===== src/rtl/i2s_pkg.sv =====
// i2s_pkg: constants shared by the I2S encoder and the I2S decoder.
//   SAMPLE_W  PCM sample width
//   LR_LEFT / LR_RIGHT  word-select encoding (0 = left channel)
//   SLOT_MIN  smallest slot that fits one delay bit plus a full sample
package i2s_pkg;

    localparam int   SAMPLE_W = 16;
    localparam logic LR_LEFT  = 1'b0;
    localparam logic LR_RIGHT = 1'b1;
    localparam int   SLOT_MIN = SAMPLE_W + 1;

    typedef logic [SAMPLE_W-1:0] sample_t;

    // Bits needed for a counter running 0..count-1 (at least one bit).
    function automatic int cnt_width(input int count);
        return (count > 1) ? $clog2(count) : 1;
    endfunction

endpackage


===== src/rtl/i2s_encoder_if.sv =====
// i2s_encoder_if: PCM sample handshake plus I2S serial lines.
//   ldata, rdata  PCM sample pair offered by the mixer
//   next          one-clock strobe, sample pair has been taken
//   ck, lr, d     I2S bit clock, word select, serial data
// Modports:
//   master  the I2S transmitter (consumes samples, drives the serial lines)
//   slave   the mixer / serial receiver side
interface i2s_encoder_if;
    import i2s_pkg::*;

    sample_t ldata;
    sample_t rdata;
    logic    next;
    logic    ck;
    logic    lr;
    logic    d;

    modport master (input ldata, input rdata, output next, output ck, output lr, output d);
    modport slave  (output ldata, output rdata, input next, input ck, input lr, input d);

endinterface


===== src/rtl/i2s_clkgen.sv =====
// i2s_clkgen: bit clock divider for the I2S transmitter.
// Parameters:
//   CLKDIV  system clocks per ck half-period (>= 1)
// Ports:
//   clock    system clock
//   reset    asynchronous reset, active low
//   ck       registered bit clock, 0 out of reset
//   ck_fall  high in the cycle whose closing edge takes ck 1->0
//   ck_rise  high in the cycle whose closing edge takes ck 0->1
module i2s_clkgen
    import i2s_pkg::*;
#(
    parameter int CLKDIV = 4
) (
    input  logic clock,
    input  logic reset,
    output logic ck,
    output logic ck_fall,
    output logic ck_rise
);

    localparam int              DIV_W    = cnt_width(CLKDIV);
    localparam logic [DIV_W-1:0] DIV_LAST = DIV_W'(CLKDIV - 1);

    logic [DIV_W-1:0] div_cnt;
    logic             wrap;

    assign wrap = (div_cnt == DIV_LAST);

    // Strobes are combinational so that frame logic can act on the very edge
    // that toggles ck; with CLKDIV=1 wrap is permanently high.
    assign ck_fall = wrap & ck;
    assign ck_rise = wrap & ~ck;

    always_ff @(posedge clock or negedge reset) begin
        if (!reset) begin
            div_cnt <= '0;
            ck      <= 1'b0;
        end else if (wrap) begin
            div_cnt <= '0;
            ck      <= ~ck;
        end else begin
            div_cnt <= div_cnt + 1'b1;
        end
    end

endmodule


===== src/rtl/i2s_encoder.sv =====
// i2s_encoder: I2S master transmitter (Philips format, MSB first, one-bit
// delay after each lr edge, lr=0 left).
// Parameters:
//   CLKDIV     system clocks per ck half-period (>= 1)
//   SLOT_BITS  ck periods per channel slot (17..64)
// Ports:
//   clock  system clock
//   reset  asynchronous reset, active low
//   bus    i2s_encoder_if.master: ldata/rdata in, next/ck/lr/d out
//   mclk   codec master clock = clock/2, present only when I2S_MCLK_EN is defined
// Build option:
//   I2S_MCLK_EN  adds the mclk output and its toggle flop
module i2s_encoder
    import i2s_pkg::*;
#(
    parameter int CLKDIV    = 4,
    parameter int SLOT_BITS = 32
) (
    input  logic          clock,
    input  logic          reset,
    i2s_encoder_if.master bus
`ifdef I2S_MCLK_EN
   ,output logic          mclk
`endif
);

    localparam int             N_MAX  = 2 * SLOT_BITS;
    localparam int             N_W    = cnt_width(N_MAX);
    localparam logic [N_W-1:0] N_LAST = N_W'(N_MAX - 1);

    logic           ck_fall;
    logic [N_W-1:0] n;
    logic [N_W-1:0] n_nxt;
    logic           frame_start;
    logic           lr_nxt;
    logic           d_nxt;
    logic [3:0]     idx_l;
    logic [3:0]     idx_r;
    sample_t        shadow_l;
    sample_t        shadow_r;

    i2s_clkgen #(.CLKDIV(CLKDIV)) u_clkgen (
        .clock   (clock),
        .reset   (reset),
        .ck      (bus.ck),
        .ck_fall (ck_fall),
        .ck_rise ()
    );

    assign n_nxt       = (n == N_LAST) ? '0 : n + 1'b1;
    assign frame_start = ck_fall && (n_nxt == '0);
    assign lr_nxt      = (int'(n_nxt) >= SLOT_BITS) ? LR_RIGHT : LR_LEFT;
    assign idx_l       = 4'(SAMPLE_W - int'(n_nxt));
    assign idx_r       = 4'(SLOT_BITS + SAMPLE_W - int'(n_nxt));

    // Bit 0 of each slot is the I2S delay bit; bits past the sample are padding.
    always_comb begin
        d_nxt = 1'b0;
        if (int'(n_nxt) >= 1 && int'(n_nxt) <= SAMPLE_W) begin
            d_nxt = shadow_l[idx_l];
        end else if (int'(n_nxt) >= SLOT_BITS + 1 && int'(n_nxt) <= SLOT_BITS + SAMPLE_W) begin
            d_nxt = shadow_r[idx_r];
        end
    end

    // n starts at the last index so the first ck fall opens a frame with a
    // clean lr 1->0 edge.
    always_ff @(posedge clock or negedge reset) begin
        if (!reset) begin
            n        <= N_LAST;
            bus.lr   <= LR_RIGHT;
            bus.d    <= 1'b0;
            bus.next <= 1'b0;
            shadow_l <= '0;
            shadow_r <= '0;
        end else begin
            bus.next <= frame_start;
            if (frame_start) begin
                shadow_l <= bus.ldata;
                shadow_r <= bus.rdata;
            end
            if (ck_fall) begin
                n      <= n_nxt;
                bus.lr <= lr_nxt;
                bus.d  <= d_nxt;
            end
        end
    end

`ifdef I2S_MCLK_EN
    always_ff @(posedge clock or negedge reset) begin
        if (!reset) begin
            mclk <= 1'b0;
        end else begin
            mclk <= ~mclk;
        end
    end
`endif

endmodule


===== src/flat_wrapper.sv =====
// flat-port wrapper written by rule: the top's interface ports become plain ports
module i2s_encoder_flat import i2s_pkg::*;
#(
    parameter int CLKDIV    = 4,
    parameter int SLOT_BITS = 32
)
  (clock, reset, bus_ldata, bus_rdata, bus_next, bus_ck, bus_lr, bus_d);
  i2s_encoder_if bus_i ();
  input  logic clock;
  input  logic reset;
  input wire logic [$bits(bus_i.ldata)-1:0] bus_ldata;
  input wire logic [$bits(bus_i.rdata)-1:0] bus_rdata;
  output wire logic [$bits(bus_i.next)-1:0] bus_next;
  output wire logic [$bits(bus_i.ck)-1:0] bus_ck;
  output wire logic [$bits(bus_i.lr)-1:0] bus_lr;
  output wire logic [$bits(bus_i.d)-1:0] bus_d;
  assign bus_i.ldata = bus_ldata;
  assign bus_i.rdata = bus_rdata;
  assign bus_next = bus_i.next;
  assign bus_ck = bus_i.ck;
  assign bus_lr = bus_i.lr;
  assign bus_d = bus_i.d;
  i2s_encoder #(.CLKDIV(CLKDIV), .SLOT_BITS(SLOT_BITS)) u_core (.clock(clock), .reset(reset), .bus(bus_i));
endmodule

===== config.mk =====
export PLATFORM = sky130hd
export DESIGN_NAME = i2s_encoder_flat
export DESIGN_NICKNAME = d
export VERILOG_FILES = /design/src/rtl/i2s_pkg.sv /design/src/rtl/i2s_encoder_if.sv /design/src/rtl/i2s_clkgen.sv /design/src/rtl/i2s_encoder.sv /design/src/flat_wrapper.sv
export SDC_FILE = /design/constraint.sdc
export NUM_CORES = 1
export LEC_CHECK = 0
export BUFFER_PORTS_ARGS = -buffer_cell sky130_fd_sc_hd__buf_4
export CORE_ASPECT_RATIO = 0.9
export CORE_UTILIZATION = 30
export CTS_CLUSTER_DIAMETER = 100
export DETAILED_ROUTE_END_ITERATION = 7
export GPL_ROUTABILITY_DRIVEN = 0
export MAX_ROUTING_LAYER = met4
export PLACE_DENSITY = 0.55
export SYNTH_ARGS = -nofsm -noshare
export SYNTH_HDL_FRONTEND = slang
export SYNTH_SLANG_ARGS = --single-unit

===== constraint.sdc =====
create_clock -name clock -period 2.3 [get_ports clock]
set_clock_uncertainty 0.1 [all_clocks]
set_input_delay 0.46 -clock clock [delete_from_list [all_inputs] [get_ports clock]]
set_output_delay 0.46 -clock clock [all_outputs]
set_load 0.01 [all_outputs]

# [After elaboration in Yosys (flattened, before gate mapping)]
# Index checks and enable logic that the tools add are counted.
[word_totals] inputBits=34 word_cells=36 output_inout_bits=4 register_bits=44
[classes] n_mux=9 n_eq_ne=2 n_lt_le_gt_ge=7 bitwise_logic=2 addsub=4 n_reduce_logical=4
[ops] cell="6-bit greater-or-equal comparator, second input constant" n=2
[ops] cell="4-bit by 5-bit < comparator with 1-bit output, second input constant" n=2
[ops] cell="1-bit binary-select mux with 4-bit select" n=2
[ops] cell="1-bit by 4-bit subtractor with 4-bit output, first input constant" n=2
[ops] cell="6-bit by 1-bit adder with 6-bit output, second input constant" n=1
[ops] cell="6-bit == test, second input constant" n=1
[ops] cell="6-bit by 1-bit greater-or-equal comparator with 1-bit output, second input constant" n=1
[ops] cell="6-bit by 5-bit less-or-equal comparator with 1-bit output, second input constant" n=1
[ops] cell="6-bit less-or-equal comparator, second input constant" n=1
[ops] cell="6-bit logical NOT" n=1
[ops] cell="6-bit 2-to-1 mux" n=1
[ops] cell="1-bit 2-to-1 mux" n=5
[ops] cell="1-bit logical AND" n=3
[ops] cell="2-bit by 1-bit adder with 2-bit output, second input constant" n=1
[ops] cell="2-bit == test, second input constant" n=1
[ops] cell="2-bit 2-to-1 mux" n=1
[ops] cell="1-bit bitwise AND" n=1
[ops] cell="1-bit NOT" n=1

# [Logic depth before layout (Yosys ltp)]
# Gate-level depths: netlist (run 1).
[logic_depth] word_depth=7 depth_mapped=10 ltp_nobuf=8

# [Hierarchy]
# A second synthesis (run 1) with hierarchy kept.
[unflattened] cells_unflattened=187 area_unflattened_um2=2316.0
[by_module_without_submodules] module="i2s_encoder" area_each_um2=2202.1 n_inst=1 cells_each=179 seq_area_each_um2=1034.7
[by_module_without_submodules] module="i2s_clkgen" area_each_um2=113.9 n_inst=1 cells_each=8 seq_area_each_um2=75.1

# [Least setup slack after synthesis (run 1)]
# Ideal clock, no wire load.
[synth_timing] path_kind="register -> register" start="reg u_core.n[0]" end="reg u_core.shadow_l[0]" period_less_slack_ns=2.285 stages_incl_launch_ff=11 arrival_time_ns=2.059 n_path_buf=3 setup_ns=0.125 slack_ns=0.015 required_time_ns=2.075 cell_sequence="dfstp_2 ha_1 buf_6 a21oi_1 o21ai_2 o31ai_4 nor2_4 o2111a_1 buf_6 buf_12 mux2_4"
[synth_via] elab_chain_len=4 elab_cells_between_ends=5 classes_between="add/sub: 1; eq/ne: 1; mux: 1; reduce/logical: 2"
[synth_lines] element="start, declared" line_no="i2s_encoder.sv:32" text="logic [N_W-1:0] n;"
[synth_lines] element="start signal, assigned" line_no="i2s_encoder.sv:83" text="n <= n_nxt;"
[synth_lines] element="6-bit by 1-bit adder with 6-bit output or 6-bit == test (tied branches)" line_no="i2s_encoder.sv:50" text="assign n_nxt = (n == N_LAST) ? '0 : n + 1'b1;"
[synth_lines] element="6-bit 2-to-1 mux (*)" line_no="i2s_encoder.sv:50"
[synth_lines] element="6-bit logical NOT (*)" line_no="i2s_encoder.sv:51" text="assign frame_start = ck_fall && (n_nxt == '0);"
[synth_lines] element="1-bit logical AND (*)" line_no="i2s_encoder.sv:51"
[synth_lines] element="end signal, assigned" line_no="i2s_encoder.sv:79" text="shadow_l <= bus.ldata;"
[synth_lines] element="end, declared" line_no="i2s_encoder.sv:39" text="sample_t shadow_l;"
# Every way passes the cells marked *; elsewhere a longest branch is shown, timed or not.
# A chain may end at the register's enable or synchronous reset.

# [Worst setup path in the final report (run 1)]
[layout_timing] start="reg u_core.n[0]" end="reg u_core.shadow_l[15]"
# Same word-level chain as after synthesis.

==> flow_summary.json, run 1 <==
{
  "drcViolationCount": 0,
  "synth_top_area_share_pct": 38.0,
  "violations": "setup timing",
  "most-common-layout-cells": "buf_4 (66), dfrtp_1 (37), mux2_4 (33)",
  "num_rows": 30,
  "grt_pass1_vias": 1702,
  "avgSynthCellArea_um2": 13.2,
  "numCtsBuffers": 5,
  "synth_cells": 185,
  "final_common_cell": "buf_4",
  "drive_gt1_share_pct": 58.3,
  "synth_area_leaders": "dfrtp_1 (38%), mux2_4 (18%), dfstp_2 (7.6%)",
  "start_util_pct": 31.7,
  "antenna_found_initial": 0,
  "grt_first_pass_wirelength_um": 8780,
  "viasPerCell": 4.69,
  "fin_crit_sh_pct": 103,
  "die_height_um": 87.5,
  "first_iter_violations": 39,
  "setup_viol": 23,
  "yosysWarnings": 0,
  "pwr_density_cell_mw_per_mm2": 407,
  "synthArstFlopShare_pct": 100,
  "antenna_left": 0,
  "synthToLayoutAreaGrowth_pct": 35.5,
  "synth_area_leader_cell": "dfrtp_1",
  "dieArea_mm2": 0.00849,
  "insertion_delay_ns": 0.30,
  "finalHoldViolations": 0,
  "vias": 1664,
  "synth-seq-area-share_pct": 45.6,
  "io_buffers": 37,
  "rsz0062_at_grt": "true",
  "ys.flop_type": "dfrtp_1",
  "die-width_um": 97.0,
  "vdd_drop_max_uv": 260,
  "setup_ws_ns": -0.0591,
  "fin_crit_ns": 2.36,
  "hold_path.class": "input pin to asynchronous set/reset pin",
  "clkSlewWorstSetupHoldPaths_ns": 0.08,
  "overflow": 0,
  "hpwl_um": 3700,
  "syn-num-nets": 223,
  "grt_max_degree": 45,
  "slew_headroom_pct": 62.1,
  "critPathKind": "flop to flop",
  "fin_nets": 296,
  "clock.fmax_mhz": 424,
  "numClockSinks": 44,
  "clk_path_buf_depth": 2,
  "routed_wl_um": 5380,
  "cts_hold_buf": 0,
  "end_kind": "flop",
  "outcome": "complete, but fails checks",
  "synth-edff-count": 0,
  "post_drt_wl_per_cell_um": 15.2,
  "fill_cells": 708,
  "cts_tree": "done",
  "tightestPinTransition_ns": 0.569,
  "cts_htree_levels": 2,
  "synth-seq-cells": 44,
  "worst-path-max-fanout": 6,
  "setup.worst_path.start_class": "flop",
  "fin_util_pct": 42.9,
  "arrival_ns": 2.45,
  "dpl_worst_slack_ns": -0.144,
  "fin_setup_tns_ns": -0.898,
  "syn_area_mm2": 0.00244,
  "dr.pass1.iters": 4,
  "worstPathRequired_ns": 2.39,
  "maxSlewViolCount": 0,
  "cap_violations": 0,
  "synthDistinctLibCells": 46,
  "core_region_area_mm2": 0.00769,
  "cts_root_buf": "clkbuf_8",
  "grt_use_total_pct": 13.8,
  "leakage_uw": 0.00157,
  "io-pin-count": 38,
  "diodes": 0
}
## state kept, by name, indices dropped and copies added, names as in the netlist
name                     cells
u_core.shadow_r             16
u_core.bus.lr                1
u_core.shadow_l             16
u_core.n                     6
u_core.bus.next              1
u_core.u_clkgen.div_cnt      2
u_core.u_clkgen.ck           1
u_core.bus.d                 1
## routing by layer
layer  GRT usage (%)  vias to the layer above  part of all wire [%]
met2            20.7                       38                    45
li1                -                      814                     -
met5               -                        -                     0
met3            2.73                       10                   3.2
met4            4.75                        0                   2.0
met1            18.6                      802                    50
## Yosys cell counts (3+ instances only)
cell type,count
dfrtp_1,37
mux2_4,30
nand2_1,15
a21oi_1,10
dfstp_2,7
mux2i_1,6
nor2_1,6
mux2_2,5
o21ai_0,5
buf_4,4
ha_1,4
xor2_1,4
buf_12,3
buf_6,3
nand3_1,3
## power by group
group | switching, µW | total [µW] | internal (µW) | leakage, µW
clock network | 270 | 510 | 240 | 0.0000510
registers | 0 | 773 | 773 | 0.000586
logic | 23.1 | 59.1 | 36.0 | 0.000932
total | 293 | 1340 | 1050 | 0.00157
## through the flow
step / total power, µW / hold slack, ns / instances / cell area (µm²)
2_1_floorplan: 790 / 0.0644 / 185 / 2440
3_3_place_gp: 849 / 0.313 / 336 / 2980
3_5_place_dp: 849 / 0.323 / 336 / 2980
4_1_cts: 1350 / 0.0710 / 354 / 3300
5_1_grt: 1390 / 0.0880 / 355 / 3300
6_report: 1340 / 0.0538 / 355 / 3300
## critical path, cell delays in order (launching register included)
cell,delay [ns]
dfstp_2,0.60
buf_6,0.11
and3_4,0.17
a21oi_2,0.04
o21ai_2,0.15
o31ai_4,0.10
nor2_4,0.10
o2111a_2,0.28
buf_6,0.15
buf_12,0.13
mux2_4,0.30
## cell families (layout without fill, tap and decap cells)
kind of cell / count (synthesis) / after routing / share of synthesized area (%)
multiplexers: 42 / 42 / 23.7
AO/OA/AOI/OAI: 38 / 38 / 12.0
adder cells (fa/ha/maj): 4 / 4 / 2.05
flip-flops: 44 / 44 / 45.6
AND/OR/NAND/NOR: 37 / 37 / 7.96
buffers and inverters: 13 / 87 / 5.55
XOR/XNOR: 7 / 7 / 3.18
## what timing repair did
item | 4_1_cts | 5_1_grt
hold endpoints to repair | 0 | 0
endpoints found under the setup margin | 33 | 33
buffers inserted | 7 | 2
cloned | 3 | 0
pin swaps | 4 | 5
resized for setup | 22 | 3
## final timing paths
| check | startpoint | to | slack (ns) | cells after the start |
|---|---|---|---|---|
| worst max-delay path | u_core.n[0]$_DFFE_PN1P_ | u_core.shadow_l[15]$_DFFE_PN0P_ | -0.06 | 10 |
| worst min-delay path | reset | u_core.shadow_l[4]$_DFFE_PN0P_ | 0.05 | 1 |
| worst max register to register | u_core.n[0]$_DFFE_PN1P_ | u_core.shadow_l[15]$_DFFE_PN0P_ | -0.06 | 10 |
| worst min register to register | u_core.u_clkgen.div_cnt[0]$_DFF_PN0_ | u_core.u_clkgen.div_cnt[0]$_DFF_PN0_ | 0.33 | 1 |
| max in group asynchronous | reset | u_core.n[3]$_DFFE_PN1P_ | 1.66 | 1 |
| min in group clock | bus_rdata[11] | u_core.shadow_r[11]$_DFFE_PN0P_ | 0.28 | 2 |
## layout make-up
class | count | area (µm²) | area share [%]
clock buffer | 6 | 82.6 | 2.50
clock inverter | 2 | 10.0 | 0.303
inverter | 2 | 7.51 | 0.227
multi-input combinational | 128 | 1280 | 38.9
sequential | 44 | 1110 | 33.6
tap | 96 | 120 | 3.64
timing repair buffer | 77 | 687 | 20.8
(Power assumes the default switching activity.)
==> run 2, diff against run 1 <==
--- a/config.mk
+++ b/config.mk
@@ -6,13 +6,15 @@
 export NUM_CORES = 1
 export LEC_CHECK = 0
 export BUFFER_PORTS_ARGS = -buffer_cell sky130_fd_sc_hd__buf_4
+export CELL_PAD_IN_SITES_DETAIL_PLACEMENT = 1
+export CELL_PAD_IN_SITES_GLOBAL_PLACEMENT = 2
 export CORE_ASPECT_RATIO = 0.9
 export CORE_UTILIZATION = 30
 export CTS_CLUSTER_DIAMETER = 100
 export DETAILED_ROUTE_END_ITERATION = 7
 export GPL_ROUTABILITY_DRIVEN = 0
 export MAX_ROUTING_LAYER = met4
-export PLACE_DENSITY = 0.55
+export PLACE_DENSITY = 0.73
 export SYNTH_ARGS = -nofsm -noshare
 export SYNTH_HDL_FRONTEND = slang
 export SYNTH_SLANG_ARGS = --single-unit
==> run 2 against run 1 <==
Effect of this change:
- the run still ends with setup timing left
- clock power barely moved
- count of clock-buffer cells in the layout did not move
- final cell count rose by 0.56%
- die area did not move
- critical endpoint is now u_core.shadow_l[10]$_DFFE_PN0P_
- largest power group unchanged
- highest routed layer unchanged
==> flow_summary.json, run 2 (same netlist as run 1, synthesis figures left out) <==
{
  "dr.pass1.iters": 4,
  "r2r_slack_ns": -0.06,
  "placed_cells": 338,
  "drive_gt1_share_pct": 58.6,
  "maxSlewViolCount": 0,
  "first_iter_violations": 26,
  "hpwl_um": 3950,
  "intPower_uw": 1050,
  "cts_hold_buf": 0,
  "core_region_area_mm2": 0.00769,
  "design_area_mm2": 0.00332,
  "end_kind": "flop",
  "tightestPinTransition_ns": 0.559,
  "ff2ff_path_depth": 10,
  "whs_ns": 0.0356,
  "hold_path.class": "input pin to asynchronous set/reset pin",
  "drcViolationCount": 0,
  "cap_violations": 0,
  "largest_registers": "u_core.shadow_l x16, u_core.shadow_r x16, u_core.n x6",
  "antenna_left": 0,
  "vdd_drop_max_uv": 175,
  "sequentialPowerShare_pct": 57.8,
  "most-common-layout-cells": "buf_4 (69), dfrtp_1 (37), mux2_4 (33)",
  "post_drt_wl_per_cell_um": 16.3,
  "fin_crit_ns": 2.36,
  "worstReg2RegEnd": "u_core.shadow_l[10]$_DFFE_PN0P_",
  "io_buffers": 37,
  "overflow": 0,
  "setup_ws_ns": -0.0600,
  "clock.fmax_mhz": 424,
  "violations": "setup timing",
  "pwr_density_cell_mw_per_mm2": 404,
  "vias": 1716,
  "rsz0062_at_grt": "true",
  "power.switching_uw": 290,
  "leakage_uw": 0.00157,
  "fin_nets": 298,
  "numClockSinks": 44,
  "met3_length_um": 178,
  "grt_pass1_vias": 1758,
  "final_common_cell": "buf_4",
  "clkPwrFrac_pct": 37.9,
  "synthToLayoutAreaGrowth_pct": 36.2,
  "numCtsBuffers": 5,
  "placed_area_mm2": 0.00297,
  "routed_wl_um": 5820,
  "fin_util_pct": 43.1,
  "slowest_delay_ns": 0.59,
  "stdcell_count": 357,
  "arrival_ns": 2.45,
  "grt_use_total_pct": 13.9,
  "highest_layer": "met4",
  "num_rows": 30,
  "pwr-share-comb_pct": 4.4,
  "slew_headroom_pct": 62.7,
  "fin_crit_sh_pct": 103,
  "die_height_um": 87.5,
  "cts_root_buf": "clkbuf_8",
  "grt_first_pass_wirelength_um": 9050,
  "critPathKind": "flop to flop",
  "cts_tree": "done",
  "outcome": "complete, but fails checks",
  "clk_path_buf_depth": 2,
  "diodes": 0,
  "swShare_pct": 21.6,
  "viasPerCell": 4.81,
  "worstPathRequired_ns": 2.39,
  "grt_max_degree": 45,
  "cts_htree_levels": 2,
  "antenna_found_initial": 0,
  "m1WireLength_um": 2940,
  "cp_cell_sequence": "buf_6 > and3_4 > a21oi_2 > o21ai_2 > o31ai_4 > nor2_4 > o2111a_2 > buf_12 > clkbuf_16 > mux2_4",
  "finalHoldViolations": 0,
  "setup.worst_path.start_class": "flop",
  "insertion_delay_ns": 0.30,
  "routed-wl-met2_um": 2630,
  "setup_viol": 33,
  "worst-path-max-fanout": 6,
  "slowest_stage": "dfstp_2",
  "io-pin-count": 38,
  "start_util_pct": 31.7,
  "dieArea_mm2": 0.00849,
  "die-width_um": 97.0,
  "r2r-start": "u_core.n[0]$_DFFE_PN1P_",
  "clkSlewWorstSetupHoldPaths_ns": 0.08,
  "fill_cells": 799
}
## run 2: layer usage
layer  up-vias  track usage, %
met5         -               -
met4         0            4.48
met3         6            2.81
met2        28            21.4
met1       859            18.5
li1        823               -
## run 2: stage by stage
step	setup WS (ns)	total power (µW)	TNS [ns]
floorplan	0.0154	790	0
global placement	-0.137	849	-3.67
detailed placement	-0.214	850	-6.09
CTS	-0.0602	1360	-0.945
global route	-0.153	1400	-4.10
finish	-0.0600	1340	-1.20
## run 2: how the worst max path moves through the flow
stage | cells after the start | slack, ns | endpoint | start
after global placement | 7 | -0.14 | u_core.shadow_r[9]$_DFFE_PN0P_ | u_core.n[0]$_DFFE_PN1P_
final | 10 | -0.06 | u_core.shadow_l[10]$_DFFE_PN0P_ | u_core.n[0]$_DFFE_PN1P_
after detailed placement | 7 | -0.21 | u_core.shadow_r[9]$_DFFE_PN0P_ | u_core.n[0]$_DFFE_PN1P_
after global routing | 10 | -0.15 | u_core.shadow_l[2]$_DFFE_PN0P_ | u_core.n[0]$_DFFE_PN1P_
after CTS | 9 | -0.06 | u_core.shadow_r[6]$_DFFE_PN0P_ | u_core.n[0]$_DFFE_PN1P_
after floorplan | 10 | 0.02 | u_core.shadow_l[0]$_DFFE_PN0P_ | u_core.n[0]$_DFFE_PN1P_
## run 2: cell type report
cell class              count  area, µm²  area share, %
clock buffers               6       82.6           2.49
clock inverters             2       10.0          0.302
inverters                   2       7.51          0.226
multi-input cells         128       1280           38.6
flip-flops and latches     44       1110           33.5
well taps                  96        120           3.62
repair buffers             79        707           21.3
## run 2: worst max-delay path, delay by kind of cell (launching register included)
| kind | cells | cell delay, ns |
|---|---|---|
| buffers and inverters | 3 | 0.41 |
| and+or+nand+nor | 2 | 0.27 |
| muxes | 1 | 0.29 |
| DFF | 1 | 0.59 |
| AOI/OAI and AO/OA | 4 | 0.56 |
## run 2: repair_timing
action / CTS / global route
endpoints found under the setup margin: 33 / 33
gates cloned: 0 / 4
pin swaps: 2 / 6
setup buffers: 0 / 7
gates resized for setup: 11 / 11
## run 2: power by group through the flow
stage                     Clock, µW  Sequential (µW)  Combinational [µW]
after floorplan                   0              789                1.23
after global placement            0              788                60.9
after detailed placement          0              788                61.2
after CTS                       523              773                61.2
after global routing            557              774                65.5
final                           507              773                58.7
